### src/rtl/dram_arbiter.sv
// Two-requester arbiter for a single data memory. Requester 0 has strict priority.
// Define DRAM_ARB_STARVE_GUARD_EN to force a grant to requester 1 after starveLimit consecutive losses.
module dram_arbiter #(
  parameter int addrSize    = 8,
  parameter int DRamWidth   = 8,
  parameter int starveLimit = 4
) (
  input  logic                 clk,
  input  logic                 reset,
  input  logic                 req0,
  input  logic                 req1,
  input  logic [1:0]           ctrl0,
  input  logic [1:0]           ctrl1,
  input  logic [addrSize-1:0]  addr0,
  input  logic [addrSize-1:0]  addr1,
  input  logic [DRamWidth-1:0] wdata0,
  input  logic [DRamWidth-1:0] wdata1,
  output logic                 ack0,
  output logic                 ack1,
  output logic [DRamWidth-1:0] rdata,
  output logic [1:0]           memCtrl,
  output logic [addrSize-1:0]  memAddr,
  output logic [DRamWidth-1:0] memDataIn,
  input  logic [DRamWidth-1:0] memDataOut,
  input  logic                 memDataReady,
  output logic [1:0]           grant
);

  typedef enum logic [1:0] {IDLE, BUSY0, BUSY1, RELEASE} state_t;

  state_t     state, nextState;
  logic [1:0] ctrlLat;
  logic       valid0, valid1, starved, pick1, busy;

  // ctrl 00 and 11 are not operations, so such a request does not exist
  assign valid0 = req0 && (ctrl0 == 2'b01 || ctrl0 == 2'b10);
  assign valid1 = req1 && (ctrl1 == 2'b01 || ctrl1 == 2'b10);
  assign pick1  = valid1 && (!valid0 || starved);
  assign busy   = (state == BUSY0) || (state == BUSY1);

`ifdef DRAM_ARB_STARVE_GUARD_EN
  localparam int cntW = (starveLimit < 1) ? 1 : $clog2(starveLimit + 1);
  localparam logic [cntW-1:0] limitVal = cntW'(starveLimit);

  logic [cntW-1:0] lossCnt;

  assign starved = (lossCnt == limitVal);

  always_ff @(posedge clk or negedge reset) begin
    if (!reset) begin
      lossCnt <= '0;
    end else if (state == IDLE) begin
      if (pick1)
        lossCnt <= '0;
      else if (valid0 && valid1 && !starved)
        lossCnt <= lossCnt + 1'b1;
    end
  end
`else
  // Guard compiled out: strict priority, starveLimit only kept for a uniform interface
  assign starved = 1'b0 & (starveLimit != 0);
`endif

  always_ff @(posedge clk or negedge reset) begin
    if (!reset) state <= IDLE;
    else        state <= nextState;
  end

  always_comb begin
    nextState = state;
    case (state)
      IDLE:    if (valid0 || valid1) nextState = pick1 ? BUSY1 : BUSY0;
      BUSY0,
      BUSY1:   if (memDataReady) nextState = RELEASE;
      RELEASE: nextState = IDLE;
      default: nextState = IDLE;
    endcase
  end

  always_comb begin
    memCtrl = busy ? ctrlLat : 2'b00;
    grant   = (state == BUSY0) ? 2'b01 : (state == BUSY1) ? 2'b10 : 2'b00;
  end

  // Access latch, completion pulses and read capture
  always_ff @(posedge clk or negedge reset) begin
    if (!reset) begin
      ctrlLat   <= 2'b00;
      memAddr   <= '0;
      memDataIn <= '0;
      rdata     <= '0;
      ack0      <= 1'b0;
      ack1      <= 1'b0;
    end else begin
      ack0 <= 1'b0;
      ack1 <= 1'b0;
      if (state == IDLE && (valid0 || valid1)) begin
        ctrlLat   <= pick1 ? ctrl1  : ctrl0;
        memAddr   <= pick1 ? addr1  : addr0;
        memDataIn <= pick1 ? wdata1 : wdata0;
      end
      if (busy && memDataReady) begin
        ack0 <= (state == BUSY0);
        ack1 <= (state == BUSY1);
        if (ctrlLat == 2'b01) rdata <= memDataOut;
      end
    end
  end

endmodule

### config.mk
export PLATFORM = sky130hd
export DESIGN_NAME = dram_arbiter
export DESIGN_NICKNAME = d
export VERILOG_FILES = /design/src/rtl/dram_arbiter.sv
export SDC_FILE = /design/constraint.sdc
export NUM_CORES = 1
export LEC_CHECK = 0
export BUFFER_PORTS_ARGS = -buffer_cell sky130_fd_sc_hd__buf_2
export CAP_MARGIN = 20
export CORE_MARGIN = 2
export CORE_UTILIZATION = 35
export DETAILED_ROUTE_END_ITERATION = 12
export GPL_TIMING_DRIVEN = 0
export PLACE_DENSITY = 0.68
export SYNTH_ARGS = -nofsm -noshare
export SYNTH_HDL_FRONTEND = slang
export SYNTH_SLANG_ARGS = --single-unit
### constraint.sdc
create_clock -name clk -period 1.49 [get_ports clk]
set_clock_uncertainty 0.05 [all_clocks]
set_input_delay 0.298 -clock clk [delete_from_list [all_inputs] [get_ports clk]]
set_output_delay 0.298 -clock clk [all_outputs]
set_load 0.05 [all_outputs]
Word-level counts from Yosys, hierarchy flattened
Cells that the tools add are included.
- input port bits: 49
- register bits: 30
- logic and storage cells: 43
- eq/ne operators: 10
- muxes and demuxes: 12
- reduce and logical (&&, ||, !) cells: 14
- operators by type and width (kind ; count):
    $mux W8 ; 2
    $mux W2 ; 7
    $eq A2 B1 Y1 const B ; 4
    $eq A2 B2 Y1 const B ; 4
    $pmux W2 S3 ; 1
    $logic_and A1 B1 Y1 ; 5
    $logic_or A1 B1 Y1 ; 4
    $ne A2 B2 Y1 const B ; 2
    $reduce_and A2 Y1 ; 2
    $logic_not A2 Y1 ; 1
    $mux W1 ; 2
    $reduce_or A2 Y1 ; 1
    $logic_not A1 Y1 ; 1

Longest topological paths before layout
- depth after elaboration: 8
- depth in mapped cells: 6
- mapped depth without buffers: 5

Least setup slack after synthesis
No wires, ideal clock.
- path type: reg-to-reg
- start: reg state[1]
- end: reg rdata[0]
- period minus slack after synthesis: 1.592 ns
- cell stages (with the launch flop): 5
- path slack: -0.102 ns
- arrival: 1.417 ns
- path through: dfrtp_1 inv_1 ha_1 nand4b_1 mux2_2
- cells in the longest elaborated chain, start to end: 4
- elaborated cells between the ends (all ways): 5
- RTL lines (what ; RTL line ; source):
    start, declared ; 31 ; state_t state, nextState;
    start signal, assigned ; 66 ; else state <= nextState;
    $eq A2 B1 Y1 or $eq A2 B2 Y1 (tied branches) ; 39 ; assign busy = (state == BUSY0) || (state == BUSY1);
    $logic_or A1 B1 Y1 * ; 39 ;
    $logic_and A1 B1 Y1 * ; 102 ; if (busy && memDataReady) begin
    $reduce_and A2 Y1 (no line) * ; n/a ;
    end signal, assigned ; 105 ; if (ctrlLat == 2'b01) rdata <= memDataOut;
    end, declared ; 20 ; output logic [DRamWidth-1:0] rdata,
Every way passes the cells marked *; elsewhere a longest branch is shown, timed or not.
A chain may end at the register's enable or synchronous reset.

Worst setup path in the final report
- start: reg state[1]
- end: out memCtrl[1]
- cells in the longest elaborated chain, start to end: 3
- elaborated cells between the ends (all ways): 4
- RTL lines (what ; RTL line ; source):
    $eq A2 B1 Y1 or $eq A2 B2 Y1 (tied branches) ; 39 ;
    $logic_or A1 B1 Y1 * ; 39 ;
    $mux W2 * ; 81 ; memCtrl = busy ? ctrlLat : 2'b00;
    end, declared ; 21 ; output logic [1:0] memCtrl,
Marked as above.

==> metrics.md <==
| Metric | Value |
|---|---|
| Outcome | finished, violations left |
| Failing checks | hold timing, setup timing |
| Net count after synthesis | 162 |
| Worst hold slack | -3.52 ps |
| Post-Syn Area | 1450 um^2 |
| Dpl cells | 237 |
| Seq cells post-synth | 30 |
| Die H | 68.3 um |
| Setup crit end kind | output port |
| RR Endpoint | rdata[7] |
| Max-slew headroom | 57.4% |
| Share of cells above drive strength 1 | 62.0% |
| Post-synthesis sequential area ratio | 51.9% |
| Fin crit share | 109% |
| Syn avg cell area | 13.3 um^2 |
| Worst Path Arrival | 1280 ps |
| Yosys warns | 0 |
| Pre-antenna DRT Iters | 4 |
| F_max | 0.613 GHz |
| Wirelength per Cell | 13.1 um |
| # nets final | 257 |
| Setup TNS | -1080 ps |
| Peak VDD IR | 1550 uV |
| CTS Buffer Depth | 2 |
| DR vias/cell | 4.83 |
| Comb pwr share | 62.8% |
| Area Overhead vs Synth | 53.2% |
| Worst-Skew Late Latency | 270 ps |
| Layout Cells excl Fill | 255 |
| Pin count of the biggest net entering global routing | 31 |
| Fin area | 2220 um^2 |
| R2R setup slack | -100 ps |
| Worst slew pin tran | 639 ps |
| Clock power share | 12.8% |
| Cts bufs inserted | 5 |
| Reg2Reg Launch Point | state[1] |
| Max cap viols | 0 |
| Max-slew violations | 0 |
| Final RePlAce weighted congestion | 0.672 |
| Global-route wire length before repair | 4990 um |
| Setup violations, final | 11 |
| Total GRT Usage | 14.6% |
| Mapped Cells | 109 |
| Ports | 79 |
| Area of the core | 4000 um^2 |
| CTS root buf | clkbuf_8 |
| Std cell rows | 23 |
| Die area | 4670 um^2 |
| CP Max Fanout | 6 |
| First DRT Iteration DRCs | 31 |
| Area post-placement | 1920 um^2 |
| CTS clock-pin slew for the worst setup and hold paths | 60 ps |
| Crit Path Category | reg2out |
| CTS tree | built |
| Pre-CTS setup slack | -251 ps |
| Yosys cell types | 28 |
| Critical path, cell by cell | inv_2 > ha_4 > and2_4 > buf_8 |
| Sw Ratio | 47.1% |
| Pint | 3.06 mW |
| CP max-delay cell | dfrtp_1 |
| RSZ-0062 raised after global routing | yes |
| Buffers on Ports | 78 |
| Post-DP HPWL | 2410 um |
| Num Clock Sinks | 30 |
| Hold Fails Final Rpt | 5 |
| Inserted Diodes | 0 |
| Post-DRT Antenna Nets | 0 |
| CP max stage delay | 370 ps |
| Total grt overflow | 0 |
| Element type at the critical path start | flop |
| WL final | 3330 um |
| NetSw | 2.72 mW |
| Req. time, crit path | 1140 ps |
| Pwr/cell area | 2610 nW/um^2 |
| Min-delay worst type | in2async |
| Pwr Total | 5.78 mW |
| Number of global-route vias before repair | 1186 |
| R2R depth | 6 |
| Tmin final | 1630 ps |
| # DRC | 0 |
| Fin worst setup slack | -140 ps |
| H-Tree Depth | 2 |
| Leak | 1.07 nW |
| Vias | 1231 |
| Util after Layout | 55.5% |
| Die width | 68.3 um |
| Reg power frac | 24.3% |
| Initial antenna violation count | 0 |
| Initial Util | 36.2% |
==> critical path, delay by kind of cell (launching register included) <==
family,cells,cell delay (ps)
adder cells (fa/ha/maj),1,290
buffers and inverters,2,210
flip-flops,1,370
AND/OR/NAND/NOR,1,150
==> per-layer routing <==
layer  track usage (%)  part of all wire (%)  vias up
met2              26.0                    53       31
met1              16.1                    41      599
met3              4.44                   5.0        4
met5                 0                     0        -
li1                  -                     -      597
met4              5.75                   1.0        0
==> layout make-up <==
| type | instances | area [um^2] |
|---|---|---|
| sequential | 30 | 751 |
| inverter | 5 | 18.8 |
| fill | 372 | 1780 |
| timing repair buffer | 88 | 522 |
| clock buffer | 8 | 110 |
| buffer | 3 | 33.8 |
| tap | 50 | 62.6 |
| multi-input combinational | 71 | 721 |
==> flip-flops by register name (all words and copies together), names as in the netlist <==
name and cells:
ack0 1, ack1 1, ctrlLat 2, memAddr 8, memDataIn 8, rdata 8, state 2
==> cell families (layout without fill, tap and decap cells) <==
family	after synthesis	count (layout)	synth area share (%)
buf+inv	8	104	3.20
mux	10	10	7.61
flops	30	30	51.9
simple gates	12	12	5.36
xor+xnor	3	3	2.33
compound gates	42	42	26.2
fa+ha+maj	4	4	3.46
==> placed cells by master (no fill, tap or decap), drive strengths merged <==
cell and instances:
nand4b 1, clkbuf 8, nand3 3, o2111ai 1
o22ai 1, a32oi 1, nand2 2, and2 3
mux2i 2, a2bb2oi 1, nor2 1, buf 91
dfrtp 30, o22a 17, ha 4, and3 2
o221a 1, o21a 17, xnor2 1, xor2 2
a21boi 3, inv 5, mux2 8
==> synthesized netlist by cell type <==
library cell	instances	share of area, %
and2_1	3	1.3
nand3_1	2	0.69
inv_1	5	1.3
nand4b_1	1	0.61
a21boi_0	2	1.0
a21boi_4	1	1.3
ha_1	4	3.5
and3_2	1	0.52
dfrtp_1	30	52
buf_6	2	1.6
nand3_2	1	0.69
xor2_1	1	0.61
mux2_2	8	6.2
o2111ai_4	1	1.8
o21a_1	17	8.8
xor2_2	1	1.1
xnor2_1	1	0.61
buf_2	1	0.35
and3_1	1	0.43
o22ai_1	1	0.43
nor2_1	1	0.26
a2bb2oi_1	1	0.61
a32oi_1	1	0.61
nand2_2	2	0.86
o22a_2	6	4.1
mux2i_1	2	1.4
o22a_1	11	6.7
o221a_1	1	0.78
==> power by group through the flow <==
| stage | combinational (mW) | sequential [mW] | clock, mW |
|---|---|---|---|
| after global placement | 3.10 | 1.41 | 0 |
| after CTS | 3.49 | 1.40 | 0.761 |
| after detailed placement | 3.12 | 1.42 | 0 |
| final | 3.63 | 1.41 | 0.743 |
| after global routing | 3.82 | 1.46 | 0.793 |
| after floorplan | 1.25 | 2.60 | 0 |
==> what timing repair did <==
| action | CTS | global route |
|---|---|---|
| pin swaps | 2 | 21 |
| gates resized for setup | 21 | 9 |
| cloned | 0 | 1 |
| endpoints found under the setup margin | 23 | 29 |
| buffers inserted | 6 | 4 |
| hold buffers | 0 | 0 |
==> worst max path at each step <==
stage / from / end / cells after the start / slack [ps]
finish: state[1] / memCtrl[1] / 4 / -140
global route: state[0] / memCtrl[1] / 4 / -180
CTS: state[0] / memCtrl[0] / 4 / -160
detailed placement: state[1] / rdata[0] / 4 / -250
global placement: state[1] / rdata[0] / 4 / -250
floorplan: state[1] / rdata[0] / 4 / -60
Note: power is estimated with default switching activity, not from simulation.
